File: config.mk
export PLATFORM = sky130hd
export DESIGN_NAME = alu_pipe
export DESIGN_NICKNAME = d
export VERILOG_FILES = /design/src/rtl/alu_pipe_pkg.sv /design/src/rtl/alu_round_sat.sv /design/src/rtl/alu_pipe.sv
export SDC_FILE = /design/constraint.sdc
export NUM_CORES = 1
export LEC_CHECK = 0
export CELL_PAD_IN_SITES_DETAIL_PLACEMENT = 2
export CELL_PAD_IN_SITES_GLOBAL_PLACEMENT = 2
export CORE_MARGIN = 10
export CORE_UTILIZATION = 25
export DETAILED_ROUTE_END_ITERATION = 7
export GPL_TIMING_DRIVEN = 0
export PLACE_DENSITY_LB_ADDON = 0.1
export SYNTH_ARGS = -nofsm -noshare
export SYNTH_HDL_FRONTEND = slang
export SYNTH_SLANG_ARGS = --single-unit
File: constraint.sdc
create_clock -name i_clk -period 7.2 [get_ports i_clk]
set_input_delay 1.44 -clock i_clk [delete_from_list [all_inputs] [get_ports i_clk]]
set_output_delay 1.44 -clock i_clk [all_outputs]
set_load 0.02 [all_outputs]
File: src/rtl/alu_pipe_pkg.sv
// Shared opcodes, wide arithmetic type and range helpers for the pipelined ALU.
// Wide intermediates are 64 bits, so DATA_W may be at most 31.
package alu_pipe_pkg;

    localparam logic [2:0] OP_ADD    = 3'd0;
    localparam logic [2:0] OP_SUB    = 3'd1;
    localparam logic [2:0] OP_MUL    = 3'd2;
    localparam logic [2:0] OP_MAC    = 3'd3;
    localparam logic [2:0] OP_XNOR   = 3'd4;
    localparam logic [2:0] OP_RELU   = 3'd5;
    localparam logic [2:0] OP_MEAN   = 3'd6;
    localparam logic [2:0] OP_ABSMAX = 3'd7;

    localparam int WIDE_W = 64;
    typedef logic signed [WIDE_W-1:0] wide_t;

    function automatic logic fits_signed(input wide_t v, input int w);
        wide_t hi;
        wide_t lo;
        hi = (wide_t'(1) <<< (w - 1)) - wide_t'(1);
        lo = -(wide_t'(1) <<< (w - 1));
        return (v <= hi) && (v >= lo);
    endfunction

    function automatic wide_t sat_clip(input wide_t v, input int w);
        wide_t hi;
        wide_t lo;
        hi = (wide_t'(1) <<< (w - 1)) - wide_t'(1);
        lo = -(wide_t'(1) <<< (w - 1));
        if (v > hi) begin
            return hi;
        end else if (v < lo) begin
            return lo;
        end else begin
            return v;
        end
    endfunction

endpackage

File: src/rtl/alu_round_sat.sv
// Fixed-point product scaler: arithmetic shift by FRAC_W with round-half-up,
// DATA_W range check and optional clamp. Shared by the mul and mac paths.
module alu_round_sat
    import alu_pipe_pkg::*;
#(
    parameter int DATA_W = 12,
    parameter int FRAC_W = 5,
    parameter int SAT_EN = 0
) (
    input  logic [2*DATA_W-1:0] i_prod,
    output logic [WIDE_W-1:0]   o_rnd,
    output logic [DATA_W-1:0]   o_res,
    output logic                o_ovf
);

    wide_t prod_w;
    wide_t shift_w;
    wide_t half_w;
    wide_t rnd_w;

    function automatic logic [DATA_W-1:0] clip_w(input wide_t v);
        wide_t c;
        c = sat_clip(v, DATA_W);
        return c[DATA_W-1:0];
    endfunction

    function automatic logic [DATA_W-1:0] narrow(input wide_t v);
        return v[DATA_W-1:0];
    endfunction

    always_comb begin
        prod_w    = {{(WIDE_W-2*DATA_W){i_prod[2*DATA_W-1]}}, i_prod};
        shift_w   = prod_w >>> FRAC_W;
        half_w    = '0;
        half_w[0] = i_prod[FRAC_W-1];
        rnd_w     = shift_w + half_w;
        o_rnd     = rnd_w;
        o_ovf     = !fits_signed(rnd_w, DATA_W);
        o_res     = (SAT_EN != 0) ? clip_w(rnd_w) : narrow(rnd_w);
    end

endmodule

File: src/rtl/alu_pipe.sv
// Two-stage pipelined fixed-point ALU with valid/ready handshake, optional
// saturation and a chained MAC accumulator with sticky overflow.
module alu_pipe
    import alu_pipe_pkg::*;
#(
    parameter int DATA_W = 12,
    parameter int FRAC_W = 5,
    parameter int SAT_EN = 0
) (
    input  logic              i_clk,
    input  logic              i_rst,
    input  logic              i_valid,
    output logic              o_ready,
    input  logic [2:0]        i_inst,
    input  logic              i_mac_clr,
    input  logic [DATA_W-1:0] i_data_a,
    input  logic [DATA_W-1:0] i_data_b,
    output logic              o_valid,
    input  logic              i_ready,
    output logic [DATA_W-1:0] o_data,
    output logic              o_overflow
);

    localparam wide_t ZERO_W = '0;

    logic advance;
    logic accept;

    logic signed [2*DATA_W-1:0] a_x_p0;
    logic signed [2*DATA_W-1:0] b_x_p0;

    logic                       vld_p1;
    logic [2:0]                 op_p1;
    logic                       clr_p1;
    logic signed [DATA_W:0]     a_p1;
    logic signed [DATA_W:0]     b_p1;
    logic signed [2*DATA_W-1:0] prod_p1;

    logic                       vld_p2;
    logic [DATA_W-1:0]          data_p2;
    logic                       ovf_p2;
    logic signed [DATA_W-1:0]   acc_p2;
    logic                       sticky_p2;

    logic [WIDE_W-1:0] rs_rnd;
    logic [DATA_W-1:0] rs_res;
    logic              rs_ovf;

    wide_t             a_w;
    wide_t             b_w;
    wide_t             acc_w;
    wide_t             prev_w;
    wide_t             rnd_w;
    wide_t             sum_w;
    wide_t             abs_a_w;
    wide_t             abs_b_w;
    wide_t             res_w;
    logic              mac_ovf_c;
    logic              ovf_c;
    logic [DATA_W-1:0] data_c;

    function automatic logic [DATA_W-1:0] clip_w(input wide_t v);
        wide_t c;
        c = sat_clip(v, DATA_W);
        return c[DATA_W-1:0];
    endfunction

    function automatic logic [DATA_W-1:0] narrow(input wide_t v);
        return v[DATA_W-1:0];
    endfunction

    assign advance = !vld_p2 || i_ready;
    assign accept  = i_valid && advance;
    assign o_ready = advance;

    assign a_x_p0 = {{DATA_W{i_data_a[DATA_W-1]}}, i_data_a};
    assign b_x_p0 = {{DATA_W{i_data_b[DATA_W-1]}}, i_data_b};

    // ---- stage 0 -> stage 1: capture opcode, operands and full product ----
    always_ff @(posedge i_clk) begin
        if (accept) begin
            op_p1   <= i_inst;
            clr_p1  <= i_mac_clr;
            a_p1    <= {i_data_a[DATA_W-1], i_data_a};
            b_p1    <= {i_data_b[DATA_W-1], i_data_b};
            prod_p1 <= a_x_p0 * b_x_p0;
        end
    end

    alu_round_sat #(
        .DATA_W (DATA_W),
        .FRAC_W (FRAC_W),
        .SAT_EN (SAT_EN)
    ) u_round_sat (
        .i_prod (prod_p1),
        .o_rnd  (rs_rnd),
        .o_res  (rs_res),
        .o_ovf  (rs_ovf)
    );

    // ---- stage 1 -> stage 2: result, overflow and MAC state ----
    always_comb begin
        a_w     = {{(WIDE_W-DATA_W-1){a_p1[DATA_W]}}, a_p1};
        b_w     = {{(WIDE_W-DATA_W-1){b_p1[DATA_W]}}, b_p1};
        acc_w   = {{(WIDE_W-DATA_W){acc_p2[DATA_W-1]}}, acc_p2};
        rnd_w   = rs_rnd;
        prev_w  = clr_p1 ? ZERO_W : acc_w;
        sum_w   = a_w + b_w;
        abs_a_w = (a_w < ZERO_W) ? -a_w : a_w;
        abs_b_w = (b_w < ZERO_W) ? -b_w : b_w;
        res_w     = ZERO_W;
        mac_ovf_c = 1'b0;
        ovf_c     = 1'b0;
        case (op_p1)
            OP_ADD: begin
                res_w = sum_w;
                ovf_c = !fits_signed(res_w, DATA_W);
            end
            OP_SUB: begin
                res_w = a_w - b_w;
                ovf_c = !fits_signed(res_w, DATA_W);
            end
            OP_MUL: begin
                res_w = rnd_w;
                ovf_c = rs_ovf;
            end
            OP_MAC: begin
                res_w     = rnd_w + prev_w;
                mac_ovf_c = rs_ovf || !fits_signed(res_w, DATA_W);
                // Sticky state only survives when the chain is not being restarted.
                ovf_c     = mac_ovf_c || (sticky_p2 && !clr_p1);
            end
            OP_XNOR: res_w = ~(a_w ^ b_w);
            OP_RELU: res_w = (a_w > ZERO_W) ? a_w : ZERO_W;
            OP_MEAN: res_w = sum_w >>> 1;
            default: begin
                res_w = (abs_a_w > abs_b_w) ? abs_a_w : abs_b_w;
                ovf_c = !fits_signed(res_w, DATA_W);
            end
        endcase
        if (op_p1 == OP_MUL) begin
            data_c = rs_res;
        end else if (SAT_EN != 0) begin
            data_c = clip_w(res_w);
        end else begin
            data_c = narrow(res_w);
        end
    end

    always_ff @(posedge i_clk) begin
        if (advance && vld_p1) begin
            data_p2 <= data_c;
            ovf_p2  <= ovf_c;
        end
    end

    always_ff @(posedge i_clk) begin
        if (i_rst) begin
            vld_p1    <= 1'b0;
            vld_p2    <= 1'b0;
            acc_p2    <= '0;
            sticky_p2 <= 1'b0;
        end else if (advance) begin
            vld_p1 <= i_valid;
            vld_p2 <= vld_p1;
            if (vld_p1) begin
                if (op_p1 == OP_MAC) begin
                    acc_p2    <= data_c;
                    sticky_p2 <= mac_ovf_c || (sticky_p2 && !clr_p1);
                end else begin
                    acc_p2    <= '0;
                    sticky_p2 <= 1'b0;
                end
            end
        end
    end

    assign o_valid    = vld_p2;
    assign o_data     = vld_p2 ? data_p2 : '0;
    assign o_overflow = vld_p2 && ovf_p2;

endmodule

* Word level (Yosys, flattened, before mapping) *
Cells that the tools add are included.

word-level totals
  register bits = 80
  input bits = 32
  output and inout bits = 15
  word-level logic and storage cells = 75

operators by class
  add/sub/neg operators = 6
  $mul = 1
  order comparisons = 14
  eq/ne operators = 6
  multiplexer cells = 12
  bitwise logic cells = 2
  reductions and logical operators = 23

operator list
  kind                                                                            number
  64-bit two-way mux                                                              4
  64-bit by 12-bit >= comparator with 1-bit output (second input constant)        2
  64-bit by 12-bit <= comparator with 1-bit output (second input constant)        2
  12-bit negator with 64-bit output                                               2
  12-bit one-hot mux with 6 select lines                                          1
  20-bit by 64-bit adder with 64-bit output                                       1
  64-bit > comparator                                                             1
  12-bit two-way mux                                                              4
  13-bit by 12-bit >= comparator with 1-bit output (second input constant)        2
  13-bit by 12-bit <= comparator with 1-bit output (second input constant)        2
  12-bit by 1-bit less-than comparator with 1-bit output (second input constant)  2
  12-bit by 12-bit multiplier with 24-bit output                                  1
  19-bit by 2-bit adder with 20-bit output                                        1
  20-bit by 12-bit >= comparator with 1-bit output (second input constant)        1
  20-bit by 12-bit <= comparator with 1-bit output (second input constant)        1
  12-bit by 12-bit adder with 13-bit output                                       1
  12-bit by 12-bit subtractor with 13-bit output                                  1
  12-bit by 1-bit > comparator with 1-bit output (second input constant)          1
  12-bit NOT                                                                      1
  12-bit bitwise XOR                                                              1
  3-bit equality test (second input constant)                                     3
  1-bit logical AND                                                               9
  1-bit logical NOT                                                               7
  3-bit by 2-bit equality test with 1-bit output (second input constant)          2
  other kinds (7)                                                                 11

* Depth between registers and ports, before layout *
  word-level depth = 9
  mapped depth = 28
  gate-level depth less buffers = 27

* Hierarchy *
A second synthesis with hierarchy kept.

second synthesis, totals
  cell total of the unflattened synthesis = 2108
  area total of the unflattened synthesis = 17207.8 sq um

modules (own cells, without submodules)
  module         times used  cells each  area an instance (sq um)
  alu_pipe       1           1973        16238.1
  alu_round_sat  1           135         969.7

* Worst setup path after synthesis *
Ideal clock, no wire load.

  path kind = in2reg
  start point = in i_data_b[2]
  end point = reg prod_p1[22], data pin
  setup time = 266 ps
  arrival = 6206 ps
  data required time = 6934 ps
  slack = 728 ps
  stages = 22
  path buffers = 1
  path through = clkbuf_1 -> nand2_1 -> fa_1 -> inv_1 -> ha_1 -> fa_1 -> ha_1 -> inv_1 -> fa_1 -> inv_1 -> ha_1 -> a21o_1 -> a21oi_1 -> o21ai_0 -> a21oi_1 -> o21ai_0 -> a41oi_1 -> a211oi_1 -> a211o_1 -> nor4_1 -> nor3_1 -> xor2_1

on the way
  word-level cells in the longest chain between the ends = 1

RTL lines
  what                                            RTL line        text
  start: declaration                              alu_pipe.sv:17  input logic [DATA_W-1:0] i_data_b,
  12-bit by 12-bit multiplier with 24-bit output  alu_pipe.sv:86  prod_p1 <= a_x_p0 * b_x_p0;
  end signal: assignment                          alu_pipe.sv:86
  end: declaration                                alu_pipe.sv:37  logic signed [2*DATA_W-1:0] prod_p1;

Every way passes these cells.
A chain may end at the register's enable or synchronous reset.

* Worst setup path in the final report *
  start point = in i_data_b[8]
  end point = reg prod_p1[22], data pin

Same word-level chain as after synthesis.

==> impl_metrics.env <==
export IMPL_numCtsBuffers=9
export IMPL_clk_latency_ns=0.37
export IMPL_drc=0
export IMPL_postCtsHoldBufs=0
export IMPL_post_drt_wl_per_cell_um=19.3
export IMPL_root_buffer="clkbuf_16"
export IMPL_ys_warn_count=0
export IMPL_grt_pass1_vias=13100
export IMPL_hold_path_end="acc_p2[4]"
export IMPL_power_density_mw_per_mm2=333
export IMPL_wl_um=46500
export IMPL_start_util_pct=25.4
export IMPL_reg2reg_slack_ns=0.40
export IMPL_synth_edf_count=61
export IMPL_power_uw=5310
export IMPL_synth_cell_area_sq_mm=0.0137
export IMPL_hpwl_um=40200
export IMPL_antenna_found_initial=2
export IMPL_post_place_ws_ns=-0.993
export IMPL_ant_nets=0
export IMPL_syn_area_per_cell_sq_um=8.72
export IMPL_reg2regPathDepth=25
export IMPL_worst_hold_startpoint="acc_p2[4]"
export IMPL_synth_seq_cells=76
export IMPL_finalSetupViolations=0
export IMPL_dieArea_sq_mm=0.0647
export IMPL_end_kind="flip-flop"
export IMPL_first_pass_iters=5
export IMPL_synth_main_ff_cell="edfxtp_1"
export IMPL_worst_slack_ns=0.271
export IMPL_num_vias=11600
export IMPL_status="complete, no violations"
export IMPL_worstReg2RegStart="prod_p1[4]"
export IMPL_h_tree_depth=3
export IMPL_vdd_drop_max_uv=314
export IMPL_slew_limit_headroom_pct=45.4
export IMPL_startpoint_type="input pin"
export IMPL_gp_congestion=0.822
export IMPL_clockBufferDepth=2
export IMPL_portBuffers=45
export IMPL_post_route_util_pct=29.4
export IMPL_track_usage_pct=14.9
export IMPL_crit_fanout=10
export IMPL_clock_sinks=76
export IMPL_crit_arrival_ns=7.04
export IMPL_dp_cells=2396
export IMPL_synth_area_leaders="fa_1 21%, ha_1 14%, edfxtp_1 13%"
export IMPL_final_cells=2411
export IMPL_syn_inst=1574
export IMPL_yosys_area_top_type="fa_1"
export IMPL_clock_skew_ns=0.0164
export IMPL_hold_depth=2
export IMPL_max_freq_ghz=0.144
export IMPL_criticalPathCategory="in2reg"
export IMPL_ioPinCount=47
export IMPL_async_reset_ff_share_pct=0
export IMPL_num_rows=85
export IMPL_yosysSeqAreaShare_pct=15.5
export IMPL_layout_min_cycle_time_ns=6.93
export IMPL_hp_class="reg2reg"
export IMPL_synth_cell_types=90
export IMPL_yosysTopAreaCellShare_pct=20.6
export IMPL_overflow=0
export IMPL_routed_via_density=4.80
export IMPL_p_leak_uw=0.00729
export IMPL_max_cap_violations=0
export IMPL_core_sq_mm=0.0541
export IMPL_grt_max_degree=41
export IMPL_nets=2039
export IMPL_reg2reg_to="ovf_p2"
export IMPL_die_w_um=254
export IMPL_drt_iter0_drc=489
export IMPL_area_growth_pct=16.1
export IMPL_die_h_um=254
export IMPL_path_clk_slew_ns=0.07
export IMPL_worst_pin_slew_ns=0.816
export IMPL_final_hold_viol_count=0
export IMPL_layout_worst_path_cycle_share_pct=96.2
export IMPL_drv_slew=0
export IMPL_grt_pass1_wl_um=75200
export IMPL_cp_required_ns=7.31
export IMPL_cts_tree="done"
export IMPL_antennaDiodeCount=0
export IMPL_drive_gt1_share_pct=5.77
[state kept, by name (all words and copies together), names as in the netlist, 3 cells and up]
signal / flops
prod_p1: 20
b_p1: 12
a_p1: 12
data_p2: 12
acc_p2: 12
op_p1: 3
[Yosys cell counts, drive strengths merged, types with 11 or more instances]
master / number
xor2: 36
a211oi: 14
nor2: 72
a21oi: 57
a21o: 34
nand2b: 30
edfxtp: 61
mux2i: 14
or3: 11
or2: 14
and2: 60
fa: 141
nor2b: 27
inv: 203
dfxtp: 15
nand4: 26
ha: 156
nor3: 36
o21ai: 58
nand3: 23
nand2: 168
nor4: 18
clkbuf: 58
xnor2: 59
[layout by cell type, fill, tap and decap left out, types with 31 or more instances in the layout]
cell type	netlist	routed
inv_1	203	203
nand2_1	168	168
ha_1	156	153
fa_1	141	141
conb_1	2	82
nor2_1	72	72
edfxtp_1	61	61
and2_1	60	59
xnor2_1	58	56
a21oi_1	57	54
o21ai_0	49	45
nor3_1	36	36
xor2_1	34	34
a21o_1	34	34
clkdlybuf4s50_1	0	34
clkbuf_1	58	31
[report_power, final]
part           total [uW]  switching, uW  internal, uW
Combinational        3980           2290          1680
Sequential            828           96.8           731
Clock                 506            203           303
Total                5310           2590          2720
[worst max-delay path by stage]
| stage | depth (start not counted) | from | slack, ns | to |
|---|---|---|---|---|
| 2_1_floorplan | 22 | i_data_b[2] | 0.73 | prod_p1[22] |
| 3_3_place_gp | 23 | i_data_a[4] | -0.87 | prod_p1[22] |
| 3_5_place_dp | 23 | i_data_a[4] | -0.99 | prod_p1[22] |
| 4_1_cts | 20 | i_data_b[10] | 0.02 | prod_p1[22] |
| 5_1_grt | 23 | i_data_b[3] | -0.06 | prod_p1[21] |
| 6_report | 20 | i_data_b[8] | 0.27 | prod_p1[22] |
[critical path, stage by stage]
cell and delay, ns:
clkdlybuf4s50_1 0.62, clkbuf_4 0.28, nand2_1 0.11, fa_1 0.54, fa_1 0.50, inv_1 0.06
fa_1 0.53, inv_1 0.05, fa_1 0.52, inv_1 0.05, fa_1 0.47, ha_1 0.37
a21oi_1 0.21, o21ai_2 0.13, a41oi_2 0.29, a211oi_2 0.13, a211o_1 0.31, nor4_2 0.16
nor3_1 0.10, xor2_1 0.15
[final cells by class]
| cell class | count | area (sq um) |
|---|---|---|
| Buffer | 65 | 368 |
| Timing Repair Buffer | 48 | 502 |
| Multi-Input combinational cell | 1306 | 11000 |
| Clock inverter | 7 | 90.1 |
| Tap cell | 696 | 871 |
| Fill cell | 6154 | 38200 |
| Sequential cell | 76 | 2130 |
| Clock buffer | 9 | 225 |
| Inverter | 204 | 766 |
[cells by family (layout without fill, tap and decap cells)]
logic type	count (synthesis)	after routing	synth area share (%)
AND/OR/NAND/NOR	519	519	19.4
adder cells (fa/ha/maj)	305	305	35.4
AO/OA/AOI/OAI	286	286	14.4
buffers and inverters	272	333	7.55
XOR/XNOR	96	96	6.40
flip-flops	76	76	15.5
multiplexers	18	18	1.35
other	2	82	0.0547
[stage by stage]
step	instance area (sq um)	hold WS (ns)	setup TNS [ns]
2_1_floorplan	14000	0.417	0
3_3_place_gp	15300	0.432	-5.82
3_5_place_dp	15400	0.446	-6.61
4_1_cts	15800	0.461	0
5_1_grt	15900	0.491	-0.0836
6_report	15900	0.458	0
[routing by layer]
metal,global-route usage [%],wire length [um],vias to the layer above
met3,1.31,1040,24
li1,-,-,5552
met2,26.4,22600,107
met5,0,0,-
met1,19.6,22400,5896
met4,2.45,446,0
[repair_timing]
| item | in CTS | in global routing |
|---|---|---|
| setup buffers | 0 | 2 |
| pin swaps | 0 | 3 |
| resized for setup | 48 | 55 |
| setup endpoints to repair | 10 | 8 |
No activity file was read; power rests on OpenSTA's default activity.
